===== src/rtl/pipeline_hazard_ctrl_if.sv =====
// Handshake bundle between the pipeline datapath and the hazard controller.
// master = datapath side, slave = controller side.
interface pipeline_hazard_ctrl_if;
  logic [4:0] id_rs1;
  logic [4:0] id_rs2;
  logic       id_use_rs1;
  logic       id_use_rs2;
  logic       ex_mem_read;
  logic [4:0] ex_rd;
  logic       ex_br_taken;
  logic       halt_req;
  logic       halt_ack;
  logic       pc_en;
  logic       ifid_en;
  logic       ifid_flush_n;
  logic       idex_flush_n;
  logic       exmem_flush_n;

  modport master (
    output id_rs1, id_rs2, id_use_rs1, id_use_rs2,
    output ex_mem_read, ex_rd, ex_br_taken, halt_req,
    input  halt_ack, pc_en, ifid_en,
    input  ifid_flush_n, idex_flush_n, exmem_flush_n
  );

  modport slave (
    input  id_rs1, id_rs2, id_use_rs1, id_use_rs2,
    input  ex_mem_read, ex_rd, ex_br_taken, halt_req,
    output halt_ack, pc_en, ifid_en,
    output ifid_flush_n, idex_flush_n, exmem_flush_n
  );
endinterface


===== src/rtl/pipeline_hazard_ctrl.sv =====
// Stall/flush sequencer: load-use bubbles, branch flush, debug halt drain.
// Optional perf counters enabled by defining PIPE_CTRL_PERF_EN.
module pipeline_hazard_ctrl #(
  parameter int unsigned LOAD_STALL_CYCLES = 1,
  parameter int unsigned CNT_W             = 32
) (
  input  logic             clk,
  input  logic             reset,
  pipeline_hazard_ctrl_if.slave hz_if,
  output logic [CNT_W-1:0] stall_cnt,
  output logic [CNT_W-1:0] flush_cnt
);

  typedef enum logic [1:0] {
    RUN,
    LD_STALL,
    DRAIN,
    HALTED
  } state_e;

  localparam logic [2:0] CNT_INIT =
    3'(LOAD_STALL_CYCLES - 1);

  state_e     state_q, state_d;
  logic [2:0] cnt_q, cnt_d;
  logic       hz;
  logic       br;

  assign br = hz_if.ex_br_taken;

  assign hz = hz_if.ex_mem_read
            & (hz_if.ex_rd != 5'd0)
            & ((hz_if.id_use_rs1
                & (hz_if.id_rs1 == hz_if.ex_rd))
             | (hz_if.id_use_rs2
                & (hz_if.id_rs2 == hz_if.ex_rd)));

  always_ff @(posedge clk or negedge reset) begin
    if (!reset) begin
      state_q <= RUN;
      cnt_q   <= 3'd0;
    end else begin
      state_q <= state_d;
      cnt_q   <= cnt_d;
    end
  end

  always_comb begin
    state_d             = state_q;
    cnt_d               = cnt_q;
    hz_if.halt_ack      = 1'b0;
    hz_if.pc_en         = 1'b1;
    hz_if.ifid_en       = 1'b1;
    hz_if.ifid_flush_n  = 1'b1;
    hz_if.idex_flush_n  = 1'b1;
    hz_if.exmem_flush_n = 1'b1;
    case (state_q)
      RUN: begin
        if (br) begin
          hz_if.ifid_flush_n = 1'b0;
          hz_if.idex_flush_n = 1'b0;
        end else if (hz) begin
          hz_if.pc_en        = 1'b0;
          hz_if.ifid_en      = 1'b0;
          hz_if.idex_flush_n = 1'b0;
          if (LOAD_STALL_CYCLES > 1) begin
            state_d = LD_STALL;
            cnt_d   = CNT_INIT;
          end
        end else if (hz_if.halt_req) begin
          hz_if.pc_en        = 1'b0;
          hz_if.ifid_en      = 1'b0;
          hz_if.idex_flush_n = 1'b0;
          state_d            = DRAIN;
          cnt_d              = 3'd1;
        end
      end
      LD_STALL: begin
        hz_if.pc_en        = 1'b0;
        hz_if.ifid_en      = 1'b0;
        hz_if.idex_flush_n = 1'b0;
        if (cnt_q <= 3'd1) begin
          state_d = RUN;
          cnt_d   = 3'd0;
        end else begin
          cnt_d = cnt_q - 3'd1;
        end
      end
      DRAIN: begin
        hz_if.pc_en        = 1'b0;
        hz_if.ifid_en      = 1'b0;
        hz_if.idex_flush_n = 1'b0;
        if (cnt_q != 3'd0) begin
          cnt_d = cnt_q - 3'd1;
        end else begin
          state_d = HALTED;
        end
      end
      HALTED: begin
        hz_if.halt_ack      = 1'b1;
        hz_if.pc_en         = 1'b0;
        hz_if.ifid_en       = 1'b0;
        hz_if.idex_flush_n  = 1'b0;
        hz_if.exmem_flush_n = 1'b0;
        if (!hz_if.halt_req) begin
          state_d = RUN;
        end
      end
      default: begin
        state_d = RUN;
        cnt_d   = 3'd0;
      end
    endcase
    // Reset freezes and flushes the whole front end.
    if (!reset) begin
      hz_if.halt_ack      = 1'b0;
      hz_if.pc_en         = 1'b0;
      hz_if.ifid_en       = 1'b0;
      hz_if.ifid_flush_n  = 1'b0;
      hz_if.idex_flush_n  = 1'b0;
      hz_if.exmem_flush_n = 1'b0;
    end
  end

`ifdef PIPE_CTRL_PERF_EN
  logic             stall_ev;
  logic             flush_ev;
  logic [CNT_W-1:0] stall_cnt_q, stall_cnt_d;
  logic [CNT_W-1:0] flush_cnt_q, flush_cnt_d;

  assign stall_ev = (state_q == LD_STALL)
                  | ((state_q == RUN) & ~br & hz);
  assign flush_ev = (state_q == RUN) & br;

  always_comb begin
    stall_cnt_d = stall_cnt_q + CNT_W'(stall_ev);
    flush_cnt_d = flush_cnt_q + CNT_W'(flush_ev);
  end

  always_ff @(posedge clk or negedge reset) begin
    if (!reset) begin
      stall_cnt_q <= '0;
      flush_cnt_q <= '0;
    end else begin
      stall_cnt_q <= stall_cnt_d;
      flush_cnt_q <= flush_cnt_d;
    end
  end

  assign stall_cnt = stall_cnt_q;
  assign flush_cnt = flush_cnt_q;
`else
  assign stall_cnt = '0;
  assign flush_cnt = '0;
`endif

endmodule


===== src/flat_wrapper.sv =====
// flat-port wrapper written by rule: the top's interface ports become plain ports
module pipeline_hazard_ctrl_flat 
#(
  parameter int unsigned LOAD_STALL_CYCLES = 1,
  parameter int unsigned CNT_W             = 32
)
  (clk, reset, stall_cnt, flush_cnt, hz_if_id_rs1, hz_if_id_rs2, hz_if_id_use_rs1, hz_if_id_use_rs2, hz_if_ex_mem_read, hz_if_ex_rd, hz_if_ex_br_taken, hz_if_halt_req, hz_if_halt_ack, hz_if_pc_en, hz_if_ifid_en, hz_if_ifid_flush_n, hz_if_idex_flush_n, hz_if_exmem_flush_n);
  pipeline_hazard_ctrl_if hz_if_i ();
  input  logic clk;
  input  logic reset;
  output logic [CNT_W-1:0] stall_cnt;
  output logic [CNT_W-1:0] flush_cnt;
  input wire logic [$bits(hz_if_i.id_rs1)-1:0] hz_if_id_rs1;
  input wire logic [$bits(hz_if_i.id_rs2)-1:0] hz_if_id_rs2;
  input wire logic [$bits(hz_if_i.id_use_rs1)-1:0] hz_if_id_use_rs1;
  input wire logic [$bits(hz_if_i.id_use_rs2)-1:0] hz_if_id_use_rs2;
  input wire logic [$bits(hz_if_i.ex_mem_read)-1:0] hz_if_ex_mem_read;
  input wire logic [$bits(hz_if_i.ex_rd)-1:0] hz_if_ex_rd;
  input wire logic [$bits(hz_if_i.ex_br_taken)-1:0] hz_if_ex_br_taken;
  input wire logic [$bits(hz_if_i.halt_req)-1:0] hz_if_halt_req;
  output wire logic [$bits(hz_if_i.halt_ack)-1:0] hz_if_halt_ack;
  output wire logic [$bits(hz_if_i.pc_en)-1:0] hz_if_pc_en;
  output wire logic [$bits(hz_if_i.ifid_en)-1:0] hz_if_ifid_en;
  output wire logic [$bits(hz_if_i.ifid_flush_n)-1:0] hz_if_ifid_flush_n;
  output wire logic [$bits(hz_if_i.idex_flush_n)-1:0] hz_if_idex_flush_n;
  output wire logic [$bits(hz_if_i.exmem_flush_n)-1:0] hz_if_exmem_flush_n;
  assign hz_if_i.id_rs1 = hz_if_id_rs1;
  assign hz_if_i.id_rs2 = hz_if_id_rs2;
  assign hz_if_i.id_use_rs1 = hz_if_id_use_rs1;
  assign hz_if_i.id_use_rs2 = hz_if_id_use_rs2;
  assign hz_if_i.ex_mem_read = hz_if_ex_mem_read;
  assign hz_if_i.ex_rd = hz_if_ex_rd;
  assign hz_if_i.ex_br_taken = hz_if_ex_br_taken;
  assign hz_if_i.halt_req = hz_if_halt_req;
  assign hz_if_halt_ack = hz_if_i.halt_ack;
  assign hz_if_pc_en = hz_if_i.pc_en;
  assign hz_if_ifid_en = hz_if_i.ifid_en;
  assign hz_if_ifid_flush_n = hz_if_i.ifid_flush_n;
  assign hz_if_idex_flush_n = hz_if_i.idex_flush_n;
  assign hz_if_exmem_flush_n = hz_if_i.exmem_flush_n;
  pipeline_hazard_ctrl #(.LOAD_STALL_CYCLES(LOAD_STALL_CYCLES), .CNT_W(CNT_W)) u_core (.clk(clk), .reset(reset), .hz_if(hz_if_i), .stall_cnt(stall_cnt), .flush_cnt(flush_cnt));
endmodule

===== config.mk =====
export PLATFORM = sky130hd
export DESIGN_NAME = pipeline_hazard_ctrl_flat
export DESIGN_NICKNAME = d
export VERILOG_FILES = /design/src/rtl/pipeline_hazard_ctrl_if.sv /design/src/rtl/pipeline_hazard_ctrl.sv /design/src/flat_wrapper.sv
export SDC_FILE = /design/constraint.sdc
export NUM_CORES = 1
export LEC_CHECK = 0
export CAP_MARGIN = 20
export CORE_MARGIN = 2
export CORE_UTILIZATION = 34
export CTS_BUF_LIST = sky130_fd_sc_hd__clkbuf_16
export DETAILED_ROUTE_END_ITERATION = 10
export PLACE_DENSITY = 0.81
export SLEW_MARGIN = 20
export SYNTH_ARGS = -nofsm -noshare
export SYNTH_HDL_FRONTEND = slang
export SYNTH_SLANG_ARGS = --single-unit
export TNS_END_PERCENT = 5

===== constraint.sdc =====
create_clock -name clk -period 2.1 [get_ports clk]
set_input_delay 0.21 -clock clk [delete_from_list [all_inputs] [get_ports clk]]
set_output_delay 0.21 -clock clk [all_outputs]
set_load 0.05 [all_outputs]

==> qor_table.md <==
| Parameter | Reported |
|:---|:---|
| Result of the run | finished, final reports clean |
| Maximum number of pins on one net before global-route repair | 11 |
| H-tree levels | 1 |
| Die footprint | 4090 um2 |
| Upper clock frequency limit | 506 MHz |
| CTS Hold Bufs | 0 |
| Global route total overflow | 0 |
| Cell area after synthesis | 1220 um2 |
| Classification of the worst setup path | in2out |
| Clock latency on the worst-skew pair | 220 ps |
| Final antenna-violating net count | 0 |
| Most common library cell in the layout ignoring fill and taps | sky130_fd_sc_hd__conb_1 |
| Leading cell types in the layout, fill and taps excluded | sky130_fd_sc_hd__conb_1 (64), sky130_fd_sc_hd__clkdlybuf4s50_1 (17), sky130_fd_sc_hd__xnor2_1 (10), sky130_fd_sc_hd__buf_4 (10), sky130_fd_sc_hd__inv_1 (8) |
| Total Nets Final | 223 |
| Count of final hold-check violations | 0 |
| Count of input and output buffers | 27 |
| Async S/R FF share, synth | 100% |
| Syn avg cell area | 7.95 um2 |
| Reported max-cap violation count | 0 |
| Cell taking the most area after synthesis | sky130_fd_sc_hd__buf_4 |
| Smallest hold slack | 193 ps |
| Crit path setup slack, layout | 125 ps |
| Width of the die | 64.0 um |
| Top cells by area, synth | sky130_fd_sc_hd__buf_4 (40%), sky130_fd_sc_hd__dfrtp_1 (10%), sky130_fd_sc_hd__ha_1 (8.2%) |
| Number of endpoints failing setup at the final stage | 0 |
| Flip-flop and latch count after synthesis | 5 |
| Number of placed I/O pins | 92 |
| Effective utilization at floorplan | 36.1% |
| Cell chain of the critical path | clkdlybuf4s50_1 -> xnor2_1 -> nand4_1 -> o22ai_2 -> a21oi_2 -> o21ba_2 -> buf_12 |
| Layout cell share with drive strength beyond 1 | 16.1% |
| Worst Setup End Kind | output pin |
| Worst Hold Class | in2async |
| Core region area | 3390 um2 |
| Final RePlAce weighted congestion | 0.747 |
| Worst EP required | 1890 ps |
| Crit path DAT | 1770 ps |
| Buffer type at the clock tree root | sky130_fd_sc_hd__clkbuf_16 |
| Static leakage power | 0.000727 uW |
| Total GRT Usage | 11.0% |
| Initial antenna violation count | 0 |
| Fraction of power consumed by sequential logic | 12.9% |
| Router iterations before antenna repair | 4 |
| Worst setup skew after layout | 1.94 ps |
| Number of DRC violations after detailed routing | 0 |
| Most used flip-flop cell after synthesis | sky130_fd_sc_hd__dfrtp_1 |
| Clock share of power | 17.2% |
| CTS clock-pin slew for the worst setup and hold paths | 30 ps |
| Count of warnings emitted by yosys | 0 |
| Detailed-route wire length | 2.31 mm |
| Final Critical Period | 1980 ps |
| CTS max path bufs | 2 |
| Clock sinks | 5 |
| Sequential element share of the synthesized area | 10.2% |
| Wire length of the first global-routing pass | 3.73 mm |
| Post-Synthesis Cells | 154 |
| Total power divided by cell area | 1150 nW/um2 |
| 1st-iter DRT viols | 18 |
| Post-DP HPWL | 2.01 mm |
| Element type at the critical path start | primary input |
| Inserted Clock Buffers | 3 |
| Avg Vias per Cell | 4.04 |
| Area added between synthesis and finish | 24.9% |
| Crit-path slowest cell | sky130_fd_sc_hd__clkdlybuf4s50_1 |
| Net switching power | 897 uW |
| Fin crit share | 94.1% |
| Number of global-route vias before repair | 833 |
| Number of pins exceeding their max-slew limit in the final report | 0 |
| Largest vdd supply drop | 0.000988 V |
| Via Count | 962 |
| Row Count | 21 |
| Top-area cell type share of the netlist area | 39.9% |
| CTS tree | yes |
| Antenna cell count | 0 |
| Worst Setup Slack post-DPL | -129 ps |
| Switching portion of total power | 51.0% |
| Number of different library cells in the post-synthesis netlist | 35 |
| Internal power of the cells | 863 uW |
| Part of the power in combinational logic | 69.8% |
| Vert. Die Dim | 64.0 um |
| Delay of the slowest cell on the worst path | 540 ps |
| Routed wirelength normalized by instance count | 9.68 um |
| EDFF count, synth | 0 |
| RSZ-0062 raised after global routing | no |
| Largest fanout on the critical path | 3 |
-- layer usage --
| layer | up-vias | part of all wire, % | global-route usage [%] |
|---|---|---|---|
| met3 | 2 | 7.5 | 1.06 |
| met4 | 0 | 0.56 | 2.99 |
| li1 | 465 | - | - |
| met5 | - | 0 | 0 |
| met1 | 442 | 39 | 14.3 |
| met2 | 53 | 53 | 19.1 |
-- final timing paths --
| kind | start | endpoint | slack, ps | cells after the start |
|---|---|---|---|---|
| setup reg to reg | u_core.state_q[0]$_DFFE_PN0P_ | u_core.cnt_q[1]$_DFFE_PN0P_ | 220 | 7 |
| min in group clk | u_core.cnt_q[1]$_DFFE_PN0P_ | u_core.cnt_q[1]$_DFFE_PN0P_ | 600 | 1 |
| setup / recovery | hz_if_ex_rd[0] | hz_if_pc_en | 120 | 7 |
| hold / removal | reset | u_core.state_q[0]$_DFFE_PN0P_ | 190 | 1 |
| max in group asynchronous | reset | u_core.cnt_q[1]$_DFFE_PN0P_ | 1600 | 2 |
| hold reg to reg | u_core.cnt_q[1]$_DFFE_PN0P_ | u_core.cnt_q[1]$_DFFE_PN0P_ | 600 | 1 |
-- logic make-up (layout without fill, tap and decap cells) --
family / Yosys count / after routing / synth area share, %
xor gates and xnor gates: 10 / 10 / 7.16
and+or+nand+nor: 29 / 29 / 14.0
buffers and inverters: 73 / 48 / 42.3
AOI/OAI and AO/OA: 26 / 26 / 15.3
other: 1 / 64 / 0.306
muxes: 2 / 2 / 2.45
adders and majority gates: 8 / 8 / 8.18
DFF: 5 / 5 / 10.2
-- synthesized netlist by cell type (all sizes together) (2+ instances only) --
| master | instances |
|---|---|
| nor4 | 4 |
| o21a | 3 |
| ha | 8 |
| mux2 | 2 |
| nand4 | 4 |
| xnor2 | 10 |
| inv | 7 |
| o21ai | 8 |
| a311oi | 2 |
| nand2 | 5 |
| nand3 | 2 |
| dfrtp | 5 |
| o21bai | 2 |
| nor2b | 2 |
| nand2b | 2 |
| buf | 65 |
| a21oi | 3 |
| nor3b | 3 |
| nor2 | 4 |
-- registers in the layout, summed over array words and instances (netlist names) --
name,count
u_core.state_q,2
u_core.cnt_q,3
-- power groups by stage --
| stage | clock network, uW | logic, uW | registers (uW) |
|---|---|---|---|
| 2_1_floorplan | 0 | 1010 | 201 |
| 3_3_place_gp | 0 | 1170 | 220 |
| 3_5_place_dp | 0 | 1190 | 225 |
| 4_1_cts | 308 | 1210 | 224 |
| 5_1_grt | 315 | 1350 | 235 |
| 6_report | 304 | 1230 | 227 |
-- layout make-up --
| class | count | area (um2) |
|---|---|---|
| timing repair buffer | 37 | 404 |
| inverter | 7 | 26.3 |
| clock buffer | 3 | 75.1 |
| fill | 332 | 1860 |
| multi-input combinational | 139 | 837 |
| sequential | 5 | 125 |
| tap | 46 | 57.6 |
| clock inverter | 1 | 3.75 |
-- worst max-delay path, delay by kind of cell --
family          cells  cell delay, ps
buf+inv             2             700
compound gates      3             560
simple gates        1             150
xor+xnor            1             140
-- repair_timing --
action | CTS | global route
setup endpoints to repair | 3 | 6
pin swaps | 3 | 3
gates resized for setup | 5 | 4
buffers inserted | 2 | 0
-- stage by stage --
| step | power [uW] | TNS, ps | utilization (%) | cell area [um2] | cells |
|---|---|---|---|---|---|
| after CTS | 1740 | 0 | 44.7 | 1520 | 238 |
| after floorplan | 1210 | 0 | - | 1460 | 217 |
| final | 1760 | 0 | 45.1 | 1530 | 238 |
| after detailed placement | 1420 | -239 | 41.8 | 1420 | 232 |
| after global routing | 1900 | 0 | 45.1 | 1530 | 238 |
| after global placement | 1390 | -191 | 41.8 | 1420 | 232 |
Power figures use the tool's default switching activity.
